File: src/rtl/accum32_pkg.sv
// ---------------------------------------------------------------------------
// accum32_pkg
//   Shared definitions for the operand accumulator slice.
//
//   Contents:
//     ACC_W           - datapath width of the accumulator and operands
//     NUM_OPS_DEFAULT - default burst length for accum32
//     state_t         - accumulator sequencing states (ACCUM, DONE)
//     cnt_width()     - counter width needed to hold 0..num_ops
// ---------------------------------------------------------------------------
package accum32_pkg;

    localparam int ACC_W           = 32;
    localparam int NUM_OPS_DEFAULT = 16;

    // ACCUM : collecting operands, input port open
    // DONE  : burst complete, result presented, input port closed
    typedef enum logic {
        ACCUM = 1'b0,
        DONE  = 1'b1
    } state_t;

    // The counter must be able to hold NUM_OPS itself, because the final
    // accept increments it to NUM_OPS before the result is handed off.
    function automatic int cnt_width(input int num_ops);
        return $clog2(num_ops + 1);
    endfunction

endpackage : accum32_pkg

File: src/rtl/add32_cs.sv
// ---------------------------------------------------------------------------
// add32_cs
//   Combinational 32-bit adder returning the sum together with unsigned
//   carry-out and two's-complement overflow.
//
//   Ports:
//     a_i [31:0] - first addend (the running accumulator)
//     b_i [31:0] - second addend (the incoming operand)
//     s_o [31:0] - sum modulo 2^32
//     c_o        - unsigned carry-out of bit 31
//     v_o        - signed overflow: both addends share a sign and the sum
//                  has the opposite sign
// ---------------------------------------------------------------------------
module add32_cs
    import accum32_pkg::*;
(
    input  logic [ACC_W-1:0] a_i,
    input  logic [ACC_W-1:0] b_i,
    output logic [ACC_W-1:0] s_o,
    output logic             c_o,
    output logic             v_o
);

    logic [ACC_W:0] sum_wide;

    always_comb begin
        sum_wide = {1'b0, a_i} + {1'b0, b_i};
        s_o      = sum_wide[ACC_W-1:0];
        c_o      = sum_wide[ACC_W];
        v_o      = (a_i[ACC_W-1] == b_i[ACC_W-1]) &&
                   (sum_wide[ACC_W-1] != a_i[ACC_W-1]);
    end

endmodule : add32_cs

File: src/rtl/accum32.sv
// ---------------------------------------------------------------------------
// accum32
//   Burst accumulator: sums NUM_OPS 32-bit operands taken over a valid/ready
//   input port, tracks sticky carry-out and signed overflow, then presents
//   the result on a valid/ready output port.
//
//   Handshake semantics (both ports): a transfer happens on a rising clk
//   edge where valid and ready are both high. in_rdy and out_vld depend on
//   the state register only, never on in_vld or out_rdy, and out_vld stays
//   high until the transfer, clr or reset.
//
//   Parameters:
//     NUM_OPS - operands per burst, 1..255
//     CNT_W   - counter width, derived from NUM_OPS
//
//   Ports:
//     clk         - clock, rising edge
//     rst_n       - asynchronous active-low reset
//     clr         - synchronous clear of the burst (drops any operand or
//                   result offered in the same cycle into the clear)
//     in_vld      - operand valid
//     in_data     - operand
//     in_rdy      - operand accepted this cycle if in_vld is high
//     out_vld     - burst result valid
//     out_rdy     - downstream takes the result
//     acc         - registered running / final sum
//     cnt         - operands accepted in the current burst
//     cout_sticky - any unsigned carry-out during the burst
//     ovf_sticky  - any signed overflow during the burst
//     dbg_state   - current sequencing state, for debug observation
// ---------------------------------------------------------------------------
module accum32
    import accum32_pkg::*;
#(
    parameter int NUM_OPS = NUM_OPS_DEFAULT,
    parameter int CNT_W   = $clog2(NUM_OPS + 1)
) (
    input  logic             clk,
    input  logic             rst_n,
    input  logic             clr,
    input  logic             in_vld,
    input  logic [ACC_W-1:0] in_data,
    output logic             in_rdy,
    output logic             out_vld,
    input  logic             out_rdy,
    output logic [ACC_W-1:0] acc,
    output logic [CNT_W-1:0] cnt,
    output logic             cout_sticky,
    output logic             ovf_sticky,
    output state_t           dbg_state
);

    // Counter value at which the incoming accept is the last of the burst.
    localparam logic [CNT_W-1:0] LAST_CNT = CNT_W'(NUM_OPS - 1);

    state_t           state_q, state_d;
    logic [ACC_W-1:0] acc_q, acc_d;
    logic [CNT_W-1:0] cnt_q, cnt_d;
    logic             cout_q, cout_d;
    logic             ovf_q, ovf_d;

    logic             in_accept;
    logic             out_accept;
    logic             last_op;

    logic [ACC_W-1:0] add_s;
    logic             add_c;
    logic             add_v;

    // -----------------------------------------------------------------------
    // Adder core: always adds the operand to the current accumulator; the
    // result is only committed when an operand is actually accepted.
    // -----------------------------------------------------------------------
    add32_cs u_add (
        .a_i (acc_q),
        .b_i (in_data),
        .s_o (add_s),
        .c_o (add_c),
        .v_o (add_v)
    );

    assign in_accept  = in_vld  && in_rdy;
    assign out_accept = out_vld && out_rdy;
    assign last_op    = (cnt_q == LAST_CNT);

    // -----------------------------------------------------------------------
    // FSM process 1: state register
    // -----------------------------------------------------------------------
    always_ff @(posedge clk or negedge rst_n) begin
        if (!rst_n) begin
            state_q <= ACCUM;
        end else begin
            state_q <= state_d;
        end
    end

    // -----------------------------------------------------------------------
    // FSM process 2: next-state logic
    // -----------------------------------------------------------------------
    always_comb begin
        state_d = state_q;
        if (clr) begin
            state_d = ACCUM;
        end else begin
            case (state_q)
                ACCUM: if (in_accept && last_op) state_d = DONE;
                DONE:  if (out_accept)           state_d = ACCUM;
                default:                         state_d = ACCUM;
            endcase
        end
    end

    // -----------------------------------------------------------------------
    // FSM process 3: outputs, decoded from the state register alone
    // -----------------------------------------------------------------------
    always_comb begin
        in_rdy    = (state_q == ACCUM);
        out_vld   = (state_q == DONE);
        dbg_state = state_q;
    end

    // -----------------------------------------------------------------------
    // Datapath next-state. clr outranks both handshakes, so an operand
    // offered in the clear cycle is neither summed nor counted.
    // -----------------------------------------------------------------------
    always_comb begin
        acc_d  = acc_q;
        cnt_d  = cnt_q;
        cout_d = cout_q;
        ovf_d  = ovf_q;
        if (clr || out_accept) begin
            acc_d  = '0;
            cnt_d  = '0;
            cout_d = 1'b0;
            ovf_d  = 1'b0;
        end else if (in_accept) begin
            acc_d  = add_s;
            cnt_d  = cnt_q + CNT_W'(1);
            cout_d = cout_q | add_c;
            ovf_d  = ovf_q  | add_v;
        end
    end

    // -----------------------------------------------------------------------
    // Datapath registers
    // -----------------------------------------------------------------------
    always_ff @(posedge clk or negedge rst_n) begin
        if (!rst_n) begin
            acc_q  <= '0;
            cnt_q  <= '0;
            cout_q <= 1'b0;
            ovf_q  <= 1'b0;
        end else begin
            acc_q  <= acc_d;
            cnt_q  <= cnt_d;
            cout_q <= cout_d;
            ovf_q  <= ovf_d;
        end
    end

    assign acc         = acc_q;
    assign cnt         = cnt_q;
    assign cout_sticky = cout_q;
    assign ovf_sticky  = ovf_q;

endmodule : accum32

File: config.mk
export PLATFORM = sky130hd
export DESIGN_NAME = accum32
export DESIGN_NICKNAME = d
export VERILOG_FILES = /design/src/rtl/accum32_pkg.sv /design/src/rtl/add32_cs.sv /design/src/rtl/accum32.sv
export SDC_FILE = /design/constraint.sdc
export NUM_CORES = 1
export LEC_CHECK = 0
export ABC_CLOCK_PERIOD_IN_PS = 3400
export BUFFER_PORTS_ARGS = -buffer_cell sky130_fd_sc_hd__buf_2
export CAP_MARGIN = 20
export CELL_PAD_IN_SITES_DETAIL_PLACEMENT = 0
export CELL_PAD_IN_SITES_GLOBAL_PLACEMENT = 1
export CORE_UTILIZATION = 42
export CTS_BUF_LIST = sky130_fd_sc_hd__clkbuf_8
export DETAILED_ROUTE_END_ITERATION = 16
export GPL_TIMING_DRIVEN = 1
export MAX_ROUTING_LAYER = met4
export PLACE_DENSITY = 0.84
export SYNTH_ARGS = -nofsm -noshare
export SYNTH_HDL_FRONTEND = slang
export SYNTH_SLANG_ARGS = --single-unit
File: constraint.sdc
create_clock -name clk -period 3.4 [get_ports clk]
set_input_delay 0.17 -clock clk [delete_from_list [all_inputs] [get_ports clk]]
set_output_delay 0.17 -clock clk [all_outputs]
set_load 0.005 [all_outputs]
=== Yosys cells after proc, flatten, opt, wreduce, memory -nomap -nowiden ===
Index checks and enable logic that the tools add are counted.

* Output and inout port bits: 42
* Flip-flop bits (word level): 40
* Word-level logic and storage cells: 31

* Reduce and logical (&&, ||, !) cells: 6
* Muxes and demuxes: 12
* $add $sub $neg: 2
* Equal/unequal tests: 3
* Bitwise gates (word level): 3

{| class="wikitable"
|+ Operator list
! operator !! number
|-
| 32-bit two-way mux || 2
|-
| 32-bit by 32-bit adder with 33-bit output || 1
|-
| 5-bit two-way mux || 2
|-
| 1-bit two-way mux || 7
|-
| 5-bit by 1-bit adder with 5-bit output (second input constant) || 1
|-
| 5-bit by 4-bit equality test with 1-bit output (second input constant) || 1
|-
| 1-bit logical AND || 4
|-
| 1-bit OR || 2
|-
| 1-bit case mux with 2 select lines || 1
|-
| 2-bit nonzero test || 1
|-
| 1-bit equality test || 1
|-
| 1-bit logical OR || 1
|-
| 1-bit inequality test || 1
|-
| 1-bit inverter || 1
|}

=== Longest topological paths before layout ===
* Depth in word-level cells: 6
* Gate-level depth with buffers: 9
* Gate-level depth less buffers: 9

=== By module ===
A second synthesis with hierarchy kept.

* Cell total of the unflattened synthesis: 422
* Area, all modules: 3390.8 um^2

{| class="wikitable"
|+ By module, submodules not included
! module !! cells an instance !! area an instance (um^2) !! times used
|-
| add32_cs || 245 || 1751.7 || 1
|-
| accum32 || 177 || 1639.1 || 1
|}

=== Worst setup path before layout ===
OpenSTA, ideal clock, no wires.

* Path kind: register to register
* Start: register acc_q[0], in the netlist acc[0]
* End: register acc_q[28], in the netlist acc[28]
* Cell stages (with the launch flop): 10
* Path slack: 0.839 ns
* Clock period less this slack: 2.561 ns
* Arrival: 2.440 ns
* Setup time: 0.122 ns
* Cell sequence: dfrtp_1 > ha_1 > fa_1 > a21o_1 > a221oi_4 > o21ai_4 > nand4_1 > a31oi_4 > or3_1 > a32o_1

* Cells in the longest elaborated chain, start to end: 3

{| class="wikitable"
|+ Ends and longest elaborated chain
! what !! RTL line !! RTL
|-
| from (decl) || accum32.sv:57 || <nowiki>logic [ACC_W-1:0] acc_q, acc_d;</nowiki>
|-
| from (signal assigned) || accum32.sv:149 || <nowiki>acc_q <= '0;</nowiki>
|-
| from (signal assigned) || accum32.sv:154 || <nowiki>acc_q <= acc_d;</nowiki>
|-
| 32-bit by 32-bit adder with 33-bit output || add32_cs.sv:27 || <nowiki>sum_wide = {1'b0, a_i} + {1'b0, b_i};</nowiki>
|-
| 32-bit two-way mux || accum32.sv:136 || <nowiki>end else if (in_accept) begin</nowiki>
|-
| 32-bit two-way mux || accum32.sv:131 || <nowiki>if (clr || out_accept) begin</nowiki>
|}

Every way passes these cells. The select of a mux whose other input is x is not followed.
A chain may end at the register's enable or synchronous reset.

=== Worst setup path in the final report ===
Same ends and word-level chain as after synthesis.

==> flow_summary_export.csv <==
group,metric,value,unit
outcome,status,"complete, no violations",
sta,fin_skew,5.570,ps
setup_path,r2r_slack,740,ps
synthesis,post_synth.cell_area_avg,8.584,sq um
synthesis,synth_flop_cell,"dfrtp_1",
placement,hpwl,6744,um
sta,hold_slack,13.57,ps
die,fp-row-count,32,
cts,cts.sinks,40,
synthesis,ys_top_cells_by_area,"dfrtp_1 29%, ha_1 12%, nand2_1 6.0%, a21oi_1 5.4%, o21ai_0 4.9%",
setup_path,cp.required,3590,ps
finish,n_antenna_cell,0,
cts,clkTransAtPathRegs,80,ps
synthesis,ys_types,62,
finish,mostFrequentLayoutCell,"buf_2",
synthesis,synth_seq_cells,40,
die,design.die.area,8708,sq um
cts,clockBufferDepth,2,
global_route,grt_pass1_vias,3021,
finish,fin_util,50.68,%
finish,layout.nets,550,
setup_path,cp-end-kind,"flip-flop",
cts,ctsHoldBuffers,0,
sta,fin_crit,2660,ps
setup_path,r2r_end,"acc[28]",
synthesis,yosysWarnings,0,
synthesis,synth_top_area_share,28.58,%
placement,numPortBuffers,78,
power_and_ir_drop,total_power,1.922,mW
placement,gp_congestion,0.8392,
run,drv_cap,0,
drt,wl,8840,um
drt,vias,3268,
setup_path,crit_end,"acc[28]",
synthesis,synth-seq-area-share,28.58,%
synthesis,ys_async_sr_fraction,100.0,%
global_route,grt_pass1_wl,14470,um
synthesis,syn-cell-area,3502,sq um
power_and_ir_drop,vdd_drop_max,0.0002089,V
die,num_io_pins,79,
finish,regArea,1001,sq um
min_path,hp-class,"input port to asynchronous set/reset pin",
global_route,grt_max_degree,41,
cts,cts-resized-gates,0,
die,die_x,93.32,um
cts,postCtsSetupBuffers,0,
drt,antenna_left,0,
synthesis,synth-edff-count,0,
power_and_ir_drop,p_leak,1.961,nW
drt,drtIter0Drc,121,
sta,max_freq,375.9,MHz
die,chipHeight,93.32,um
sta,fin_crit_sh,78.24,%
die,core,7888,sq um
finish,drive_gt1_share,22.76,%
setup_path,rr_startpoint,"acc[0]",
sta,setup_violations,0,
global_route,grt_overflow,0,
setup_path,ff2ff_path_depth,9,
synthesis,synth_nets,480,
global_route,antenna_found_initial,0,
drt,drcViolationCount,0,
cts,cts_max_level,2,
sta,rsz0062_at_grt,"false",
sta,worst_pin_slew,951.1,ps
sta,final_hold_viol_count,0,
cts,cts_root_buf,"clkbuf_8",
finish,fill_cells,818,
drt,dr.pass1.iters,4,
drt,routedWlPerCell,15.22,um
setup_path,startpoint,"acc[0]",
synthesis,synthesis.instances,408,
sta,setup_tns,0,ps
cts,cts_buffers,5,
finish,layout_common_cells,"78 x buf_2, 56 x nand2_1, 40 x dfrtp_1, 38 x a21oi_1",
power_and_ir_drop,cellPowerDensity,480.8,nW/um^2
setup_path,start_kind,"flip-flop",
finish,syn2layout_area_growth,14.15,%
sta,final_max_slew_viol_count,0,
setup_path,cp_data_arrival_time,2850,ps
setup_path,cp_max_fo,5,
global_route,grt_usage,21.48,%
finish,multi_input_area,2311,sq um
cts,tritoncts,"done",
setup_path,path_class,"flip-flop to flip-flop",
drt,avgViaCountPerCell,5.625,
die,start_util,44.40,%
synthesis,yosysTopAreaCell,"dfrtp_1",
cts,clk_latency,300,ps
sta,slew_headroom,36.59,%
==> final cells by class <==
class	instances	share of cell area, %
Clock inverter	3	0.9703
Inverter	10	0.9390
Multi-Input combinational cell	340	57.81
Timing Repair Buffer	81	10.33
Clock buffer	5	1.721
Sequential cell	40	25.04
Tap cell	102	3.192
==> worst min path at each step <==
stage | startpoint | endpoint | cells past startpoint
after global placement | rst_n | acc[1] | 1
after global routing | rst_n | acc[8] | 1
final | rst_n | acc[2] | 1
after CTS | rst_n | acc[6] | 1
after detailed placement | rst_n | acc[1] | 1
after floorplan | rst_n | acc[0] | 0
==> flip-flops by register name, indices dropped and copies added, names as in the netlist <==
name         flops
ovf_sticky       1
cout_sticky      1
dbg_state        1
acc             32
cnt              5
==> routing by layer <==
layer | vias up | track usage (%) | wire length, um
met5 | - | - | 0
met4 | 0 | 6.026 | 120
met3 | 12 | 2.764 | 493
met2 | 95 | 32.35 | 3820
met1 | 1536 | 30.30 | 4406
li1 | 1625 | - | -
==> power by group <==
group | switching (mW) | total [mW] | internal, mW
combinational | 0.537 | 0.921 | 0.384
clock | 0.181 | 0.396 | 0.215
sequential | 0.0590 | 0.605 | 0.546
total | 0.777 | 1.92 | 1.15
==> cell families after synthesis <==
| logic type | after synthesis | synth area share, % |
|---|---|---|
| adder cells (fa/ha/maj) | 35 | 12.72 |
| XOR/XNOR | 24 | 6.002 |
| flip-flops | 40 | 28.58 |
| buffers and inverters | 28 | 5.502 |
| multiplexers | 4 | 1.179 |
| AO/OA/AOI/OAI | 132 | 25.87 |
| AND/OR/NAND/NOR | 145 | 20.15 |
==> worst max-delay path, stage by stage, from the launching register on <==
cell      delay, ps
dfrtp_1         390
ha_1            230
fa_1            410
a21o_1          210
a221oi_4        310
o21ai_4         120
nand4_1         180
a31oi_4         110
or3_1           350
a32o_1          240
==> cells in the mapped netlist (all sizes together), types with 6 or more instances <==
library cell	number
nand2	56
nor2	32
nand3	13
a21oi	39
nand4	9
clkbuf	15
dfrtp	40
xor2	11
and3	7
xnor2	13
nor3	6
a21o	16
ha	34
or3	8
o21ai	38
o211ai	8
inv	10
==> through the flow <==
step	area [sq um]	worst slack, ps	instances
3_3_place_gp	3890	782.5	573
6_report	3998	739.8	581
5_1_grt	3998	616.1	581
4_1_cts	3998	717.9	581
3_5_place_dp	3890	737.4	573
2_1_floorplan	3502	838.6	408
Note: power is estimated with default switching activity, not from simulation.
